<file path="config.mk">
export PLATFORM = sky130hd
export DESIGN_NAME = id_ex_reg
export DESIGN_NICKNAME = d
export VERILOG_FILES = /design/src/rtl/id_ex_reg.sv
export SDC_FILE = /design/constraint.sdc
export NUM_CORES = 1
export LEC_CHECK = 0
export BUFFER_PORTS_ARGS = -buffer_cell sky130_fd_sc_hd__clkbuf_2
export CELL_PAD_IN_SITES_DETAIL_PLACEMENT = 0
export CELL_PAD_IN_SITES_GLOBAL_PLACEMENT = 1
export CORE_MARGIN = 2
export CORE_UTILIZATION = 30
export CTS_CLUSTER_DIAMETER = 80
export CTS_CLUSTER_SIZE = 8
export DETAILED_ROUTE_END_ITERATION = 12
export HOLD_SLACK_MARGIN = 0.12
export PLACE_DENSITY = 0.72
export REMOVE_ABC_BUFFERS = 1
export SLEW_MARGIN = 5
export SYNTH_ARGS = -nofsm -noshare
export SYNTH_HDL_FRONTEND = slang
export SYNTH_SLANG_ARGS = --single-unit
</file>
<file path="constraint.sdc">
create_clock -name clk -period 2.9 [get_ports clk]
set_input_delay 0.29 -clock clk [delete_from_list [all_inputs] [get_ports clk]]
set_output_delay 0.29 -clock clk [all_outputs]
set_load 0.02 [all_outputs]
</file>
<file path="src/rtl/id_ex_reg.sv">
// ID/EX pipeline register with load-use hazard detection.
// Inserts one bubble per load-use hazard and counts bubbles (saturating).
module id_ex_reg #(
    parameter int CNT_W = 16
) (
    input  logic             clk,
    input  logic             rst,
    input  logic             stall,
    input  logic             flush,
    input  logic             id_valid,
    input  logic [31:0]      id_pc,
    input  logic [31:0]      id_rs_data,
    input  logic [31:0]      id_rt_data,
    input  logic [31:0]      id_imm_ext,
    input  logic [4:0]       id_rs,
    input  logic [4:0]       id_rt,
    input  logic [4:0]       id_rd,
    input  logic             id_reg_write,
    input  logic             id_mem_read,
    input  logic             id_mem_write,
    input  logic             id_mem_to_reg,
    input  logic             id_alu_src,
    input  logic             id_reg_dst,
    input  logic [3:0]       id_alu_op,
    output logic             ex_valid,
    output logic [31:0]      ex_pc,
    output logic [31:0]      ex_rs_data,
    output logic [31:0]      ex_rt_data,
    output logic [31:0]      ex_imm_ext,
    output logic [4:0]       ex_rs,
    output logic [4:0]       ex_rt,
    output logic [4:0]       ex_rd,
    output logic             ex_reg_write,
    output logic             ex_mem_read,
    output logic             ex_mem_write,
    output logic             ex_mem_to_reg,
    output logic             ex_alu_src,
    output logic             ex_reg_dst,
    output logic [3:0]       ex_alu_op,
    output logic             hazard_stall,
    output logic [CNT_W-1:0] bubble_count
);

    typedef struct packed {
        logic [31:0] pc;
        logic [31:0] rs_data;
        logic [31:0] rt_data;
        logic [31:0] imm_ext;
        logic [4:0]  rs;
        logic [4:0]  rt;
        logic [4:0]  rd;
    } data_t;

    typedef struct packed {
        logic       valid;
        logic       reg_write;
        logic       mem_read;
        logic       mem_write;
        logic       mem_to_reg;
        logic       alu_src;
        logic       reg_dst;
        logic [3:0] alu_op;
    } ctrl_t;

    data_t            data_q;
    data_t            data_d;
    data_t            id_data;
    ctrl_t            ctrl_q;
    ctrl_t            ctrl_d;
    ctrl_t            id_ctrl;
    logic [CNT_W-1:0] cnt_q;
    logic [CNT_W-1:0] cnt_d;
    logic             load_use;
    logic             rt_hit;
    logic             cnt_sat;

    // Gather the decode-side fields into bundles; an empty ID slot carries no controls.
    always_comb begin
        id_data         = '0;
        id_data.pc      = id_pc;
        id_data.rs_data = id_rs_data;
        id_data.rt_data = id_rt_data;
        id_data.imm_ext = id_imm_ext;
        id_data.rs      = id_rs;
        id_data.rt      = id_rt;
        id_data.rd      = id_rd;

        id_ctrl = '0;
        if (id_valid) begin
            id_ctrl.valid      = 1'b1;
            id_ctrl.reg_write  = id_reg_write;
            id_ctrl.mem_read   = id_mem_read;
            id_ctrl.mem_write  = id_mem_write;
            id_ctrl.mem_to_reg = id_mem_to_reg;
            id_ctrl.alu_src    = id_alu_src;
            id_ctrl.reg_dst    = id_reg_dst;
            id_ctrl.alu_op     = id_alu_op;
        end
    end

    // Load in EX whose destination is a source of the instruction in ID.
    always_comb begin
        rt_hit   = (data_q.rt == id_rs) | (data_q.rt == id_rt);
        load_use = ctrl_q.valid & ctrl_q.mem_read & id_valid
                 & (data_q.rt != 5'd0) & rt_hit;
    end

    assign hazard_stall = load_use & ~flush & ~stall;
    assign cnt_sat      = &cnt_q;

    // Next-state selection: flush beats stall beats hazard beats capture.
    always_comb begin
        data_d = data_q;
        ctrl_d = ctrl_q;
        cnt_d  = cnt_q;
        if (flush) begin
            data_d = '0;
            ctrl_d = '0;
        end else if (stall) begin
            data_d = data_q;
            ctrl_d = ctrl_q;
        end else if (load_use) begin
            data_d = '0;
            ctrl_d = '0;
            if (!cnt_sat) begin
                cnt_d = cnt_q + CNT_W'(1);
            end
        end else begin
            data_d = id_data;
            ctrl_d = id_ctrl;
        end
    end

    // Pipeline register and bubble counter, cleared by synchronous reset.
    always_ff @(posedge clk) begin
        if (rst) begin
            data_q <= '0;
            ctrl_q <= '0;
            cnt_q  <= '0;
        end else begin
            data_q <= data_d;
            ctrl_q <= ctrl_d;
            cnt_q  <= cnt_d;
        end
    end

    assign ex_valid      = ctrl_q.valid;
    assign ex_reg_write  = ctrl_q.reg_write;
    assign ex_mem_read   = ctrl_q.mem_read;
    assign ex_mem_write  = ctrl_q.mem_write;
    assign ex_mem_to_reg = ctrl_q.mem_to_reg;
    assign ex_alu_src    = ctrl_q.alu_src;
    assign ex_reg_dst    = ctrl_q.reg_dst;
    assign ex_alu_op     = ctrl_q.alu_op;
    assign ex_pc         = data_q.pc;
    assign ex_rs_data    = data_q.rs_data;
    assign ex_rt_data    = data_q.rt_data;
    assign ex_imm_ext    = data_q.imm_ext;
    assign ex_rs         = data_q.rs;
    assign ex_rt         = data_q.rt;
    assign ex_rd         = data_q.rd;
    assign bubble_count  = cnt_q;

endmodule

</file>
==> results of run 1 <==
-- routing by layer --
metal	vias to the layer above	part of all wire [%]	global-route usage, %
li1	2798	-	-
met1	2626	41	20.6
met2	237	51	31.4
met3	25	6.8	5.15
met4	0	1.8	6.15
met5	-	0	0
-- per-stage QoR --
step                cell area, um^2  hold WS, ns  instances
finish                         9690        0.312       1194
global route                   9690        0.315       1194
CTS                            9690        0.277       1194
detailed placement             7570        0.453       1009
global placement               7570        0.450       1009
floorplan                      5530        0.359        440
-- cell type report --
class | count | share of cell area [%]
Clock inverter | 12 | 1.37
Tap cell | 234 | 3.02
Sequential cell | 170 | 35.1
Clock buffer | 20 | 4.71
Timing Repair Buffer | 488 | 33.8
Multi-Input combinational cell | 270 | 22.0
-- power by group through the flow --
stage | Clock, uW | Combinational [uW] | Sequential (uW)
final | 2270 | 610 | 2440
after global routing | 2420 | 652 | 2450
after CTS | 2340 | 607 | 2440
after detailed placement | 0 | 439 | 2490
after global placement | 0 | 438 | 2490
after floorplan | 0 | 128 | 2580
-- path summary, 6_finish.rpt --
| path | end | slack (ns) | depth (start not counted) |
|---|---|---|---|
| min reg2reg | ex_mem_to_reg | 0.47 | 1 |
| max reg2reg | bubble_count[7] | 0.82 | 6 |
| max | hazard_stall | 0.21 | 8 |
| min | ex_valid | 0.31 | 2 |
-- synthesized netlist by cell type --
library cell | instances | area share [%]
nor4_1 | 6 | 0.65
mux2_2 | 4 | 0.78
buf_2 | 11 | 0.96
a311oi_1 | 2 | 0.30
or4_1 | 4 | 0.52
dfxtp_1 | 170 | 59
buf_4 | 1 | 0.13
clkbuf_1 | 22 | 1.4
buf_6 | 7 | 1.4
and3_1 | 4 | 0.44
or3_1 | 4 | 0.44
nand4_1 | 9 | 0.98
and4_1 | 3 | 0.46
xor2_1 | 10 | 1.5
nor2_1 | 14 | 0.91
or2_2 | 1 | 0.11
mux2_1 | 2 | 0.39
nor3_2 | 1 | 0.17
o31a_1 | 3 | 0.46
nor2b_1 | 6 | 0.65
a22oi_2 | 1 | 0.22
nor3_1 | 5 | 0.44
nor3b_1 | 1 | 0.13
ha_1 | 1 | 0.22
o31ai_1 | 3 | 0.39
o21ai_0 | 4 | 0.35
a21oi_1 | 7 | 0.61
and2_1 | 1 | 0.11
a32o_1 | 10 | 1.7
o21ba_2 | 3 | 0.52
mux2i_1 | 1 | 0.17
a22o_1 | 144 | 22
nand2b_1 | 2 | 0.22
nand3_1 | 8 | 0.70
nand2_1 | 6 | 0.39
-- cell families after synthesis --
group                    Yosys count  synth area share (%)
XOR/XNOR                          10                  1.52
multiplexers                       7                  1.35
buffers and inverters             41                  3.89
AND/OR/NAND/NOR                   75                  7.31
AO/OA/AOI/OAI                    177                  26.5
flip-flops                       170                  59.2
adder cells (fa/ha/maj)            1                 0.218
-- worst reg2reg max path, delay by kind of cell (launching register included) --
family / cells / cell delay (ns)
simple gates: 4 / 0.94
flops: 1 / 0.37
mux: 1 / 0.35
fa+ha+maj: 1 / 0.30
==> impl_metrics.yaml, run 1 <==
cells_and_area:
  areaGrowthSynthToFinish_pct: 68.5
  fillers: 1621
  multi_input_area_um2: 2130
  final_common_cell: "clkbuf_2"
  final_cell_mix: "clkbuf_2 (328), dfxtp_1 (170), dlygate4sd3_1 (153)"
  layout-drive-gt1-share_pct: 39.4
  fin_nets: 1106
  post-route-util_pct: 51.6
  seq_area_um2: 3400
  num_antenna_cells: 0
placement:
  place_ws_ns: 0.778
  io_buffers: 328
  place_hpwl_um: 11900
  gp_congestion: 0.752
timing:
  min_period_ns: 2.69
  fin_skew_ns: 0.0121
  drv_slew: 0
  min_period_over_period_pct: 92.8
  hold_viol_final: 0
  finalSetupTns_ns: 0
  worst_pin_slew_ns: 0.536
  fmax_mhz: 372
  setup_viol: 0
  rsz0062_at_grt: "no"
  fin_ws_ns: 0.210
  maxSlewHeadroom_pct: 64.1
power:
  p_leak_uw: 0.00451
  seqPwrFrac_pct: 45.9
  peakVddDrop_v: 0.000435
  p_sw_share_pct: 25.0
  totalPowerFinal_uw: 5320
  clock_power_share_pct: 42.6
  power_density_nw_per_um2: 549
  p_int_uw: 3990
  switching_power_uw: 1330
  p_comb_share_pct: 11.5
global_route:
  antenna_found_initial: 0
  grt_pass1_wl_um: 28700
  gr-usage-all-layers_pct: 17.8
  overflow: 0
  grt_pass1_vias: 5626
  grt_max_degree: 89
clocking:
  cts_tree: "yes"
  cts_root_buf: "clkbuf_16"
  cts_resized: 0
  clockBufferDepth: 2
  h-tree-depth: 4
  cts.clk_slew.worst_paths_ns: 0.06
  clk_latency_ns: 0.43
  clkSinkCount: 170
  cts.hold.buffers_added: 153
  numCtsBuffers: 17
  cts_setup_buffers: 0
setup_path:
  slowest_delay_ns: 0.54
  cp-startpoint: "id_rs[2]"
  critPathArrivalTime_ns: 2.40
  critPathRequiredTime_ns: 2.61
  r2r-start: "bubble_count[0]"
  cp_top_family: "buffers and inverters"
  path_class: "primary input to output pin"
  critPathBufInv: 4
  critPathMostFrequentCell: "clkbuf_2"
  crit_slowest_cell: "dlygate4sd3_1"
  endpoint_kind: "output pin"
  crit_chain: "dlygate4sd3_1, clkbuf_2, xor2_1, nor3_1, a22oi_2, buf_4, nor4_1, clkbuf_2"
  path_max_fanout: 8
  cp-start-kind: "primary input"
routing:
  vias: 5686
  wire_per_inst_um: 15.8
  drc: 0
  drt_iter0_markers: 225
  ant_nets: 0
  viasPerCell: 4.76
  drtPass1Iterations: 5
  wl_um: 18900
floorplan:
  floorplan.rows: 50
  core_um2: 18800
  initial_core_util_pct: 30.6
  fp.dieArea_um2: 20300
  fp.dieH_um: 142
  fp.dieW_um: 142
  boundaryPins: 329
logic_synthesis:
  yosys_warnings: 0
  syn_area_um2: 5750
  ys_seq_area_share_pct: 59.2
  avgSynthCellArea_um2: 12.0
  synth_cells: 481
  ys_ff_latch: 170
  synth.lib_cells_used.distinct: 35
worst_hold_path:
  min_from: "id_valid"
  hp-class: "primary input to register"
run_status:
  status: "completed"
job:
  drv_cap: 0
Power figures use the tool's default switching activity.
==> run 2: changes to the inputs <==
--- a/config.mk
+++ b/config.mk
@@ -9,12 +9,12 @@
 export CELL_PAD_IN_SITES_DETAIL_PLACEMENT = 0
 export CELL_PAD_IN_SITES_GLOBAL_PLACEMENT = 1
 export CORE_MARGIN = 2
-export CORE_UTILIZATION = 30
+export CORE_UTILIZATION = 35
 export CTS_CLUSTER_DIAMETER = 80
 export CTS_CLUSTER_SIZE = 8
 export DETAILED_ROUTE_END_ITERATION = 12
 export HOLD_SLACK_MARGIN = 0.12
-export PLACE_DENSITY = 0.72
+export PLACE_DENSITY = 0.82
 export REMOVE_ABC_BUFFERS = 1
 export SLEW_MARGIN = 5
 export SYNTH_ARGS = -nofsm -noshare
==> impl_metrics.yaml, run 2 (synthesis gave the netlist of run 1 again) <==
clocking:
  clkSinkCount: 170
  cts_root_buf: "clkbuf_16"
  cts_setup_buffers: 0
  cts.clk_slew.worst_paths_ns: 0.07
  h-tree-depth: 4
  cts_tree: "yes"
  cts.hold.buffers_added: 148
  clockBufferDepth: 2
  numCtsBuffers: 17
  clk_latency_ns: 0.42
  cts_resized: 0
timing:
  drv_slew: 0
  whs_ns: 0.134
  fmax_mhz: 390
  fin_ws_ns: 0.333
  setup_viol: 0
  rsz0062_at_grt: "no"
  finalSetupTns_ns: 0
  maxSlewHeadroom_pct: 60.8
  fin_skew_ns: 0.0120
  min_period_over_period_pct: 88.5
  min_period_ns: 2.57
  hold_viol_final: 0
  worst_pin_slew_ns: 0.589
power:
  power_density_nw_per_um2: 543
  peakVddDrop_v: 0.000386
  totalPowerFinal_uw: 5210
  p_leak_uw: 0.00447
routing:
  vias: 5824
  ant_nets: 0
  drt_iter0_markers: 363
  wire_per_inst_um: 16.7
  wl_um: 19600
  viasPerCell: 4.97
  drtPass1Iterations: 6
  drc: 0
setup_path:
  cp-start-kind: "primary input"
  endpoint_kind: "output pin"
  critPathRequiredTime_ns: 2.61
  critPathArrivalTime_ns: 2.28
  path_max_fanout: 17
  path_class: "primary input to output pin"
floorplan:
  fp.dieW_um: 132
  fp.dieArea_um2: 17500
  initial_core_util_pct: 35.9
  core_um2: 16000
  boundaryPins: 329
  floorplan.rows: 46
  fp.dieH_um: 132
cells_and_area:
  post-route-util_pct: 60.0
  final_cell_mix: "clkbuf_2 (328), dfxtp_1 (170), dlygate4sd3_1 (148)"
  layout-drive-gt1-share_pct: 39.6
  fin_nets: 1102
  areaGrowthSynthToFinish_pct: 66.9
  fillers: 1333
  final_common_cell: "clkbuf_2"
global_route:
  antenna_found_initial: 1
  gr-usage-all-layers_pct: 21.4
  grt_max_degree: 101
  grt_pass1_vias: 5735
  grt_pass1_wl_um: 29900
  overflow: 0
placement:
  place_hpwl_um: 12400
  io_buffers: 328
  gp_congestion: 0.785
  place_ws_ns: 0.675
run_status:
  status: "completed"
job:
  drv_cap: 0
worst_hold_path:
  hp-class: "primary input to register"
run 2: cell count changes in the layout (fill, tap and decap cells not counted), sizes merged:
cell / before / now
clkbuf: 348 / 346
inv: 5 / 8
clkinv: 5 / 1
dlygate4sd3: 153 / 148
clkinvlp: 1 / 5
bufinv: 1 / 0
buf: 7 / 8
diode: 0 / 1
run 2: critical path: stages:
cell and delay, ns:
dlygate4sd3_1 0.54, clkbuf_2 0.12, xor2_1 0.13, nor3_1 0.24, a22oi_2 0.09, buf_4 0.20, nor4_1 0.41, clkbuf_2 0.25
run 2: layer usage:
metal	vias to the layer above	GRT usage, %	part of all wire (%)
met5	-	0	0
met4	0	7.95	2.3
met3	39	7.04	7.2
met2	256	36.8	51
met1	2745	25.0	40
li1	2784	-	-
run 2: stage by stage:
stage          cell area, um^2  cells
4_1_cts                   9590   1172
3_3_place_gp              7550    992
3_5_place_dp              7550    992
2_1_floorplan             5530    440
5_1_grt                   9600   1173
6_report                  9600   1173
run 2: final timing paths:
| path | start | endpoint | slack [ns] | cells after the start |
|---|---|---|---|---|
| setup / recovery | id_rs[0] | hazard_stall | 0.33 | 8 |
| hold / removal | id_rs[4] | ex_rs[4] | 0.13 | 2 |
| setup reg to reg | ex_rt[2] | ex_rt_data[11] | 0.66 | 7 |
| hold reg to reg | ex_mem_write | ex_mem_write | 0.47 | 1 |
run 2: area by class of cell:
class	count	area (um^2)	share of cell area (%)
Sequential cell	170	3400	35.5
Clock inverter	14	129	1.34
Timing Repair Buffer	484	3230	33.7
Multi-Input combinational cell	270	2130	22.2
Antenna cell	1	2.50	0.0261
Tap cell	216	270	2.82
Clock buffer	18	429	4.47
run 2: power breakdown:
group          internal (uW)  switching (uW)
combinational            323             284
clock                   1140            1020
sequential              2400            42.4
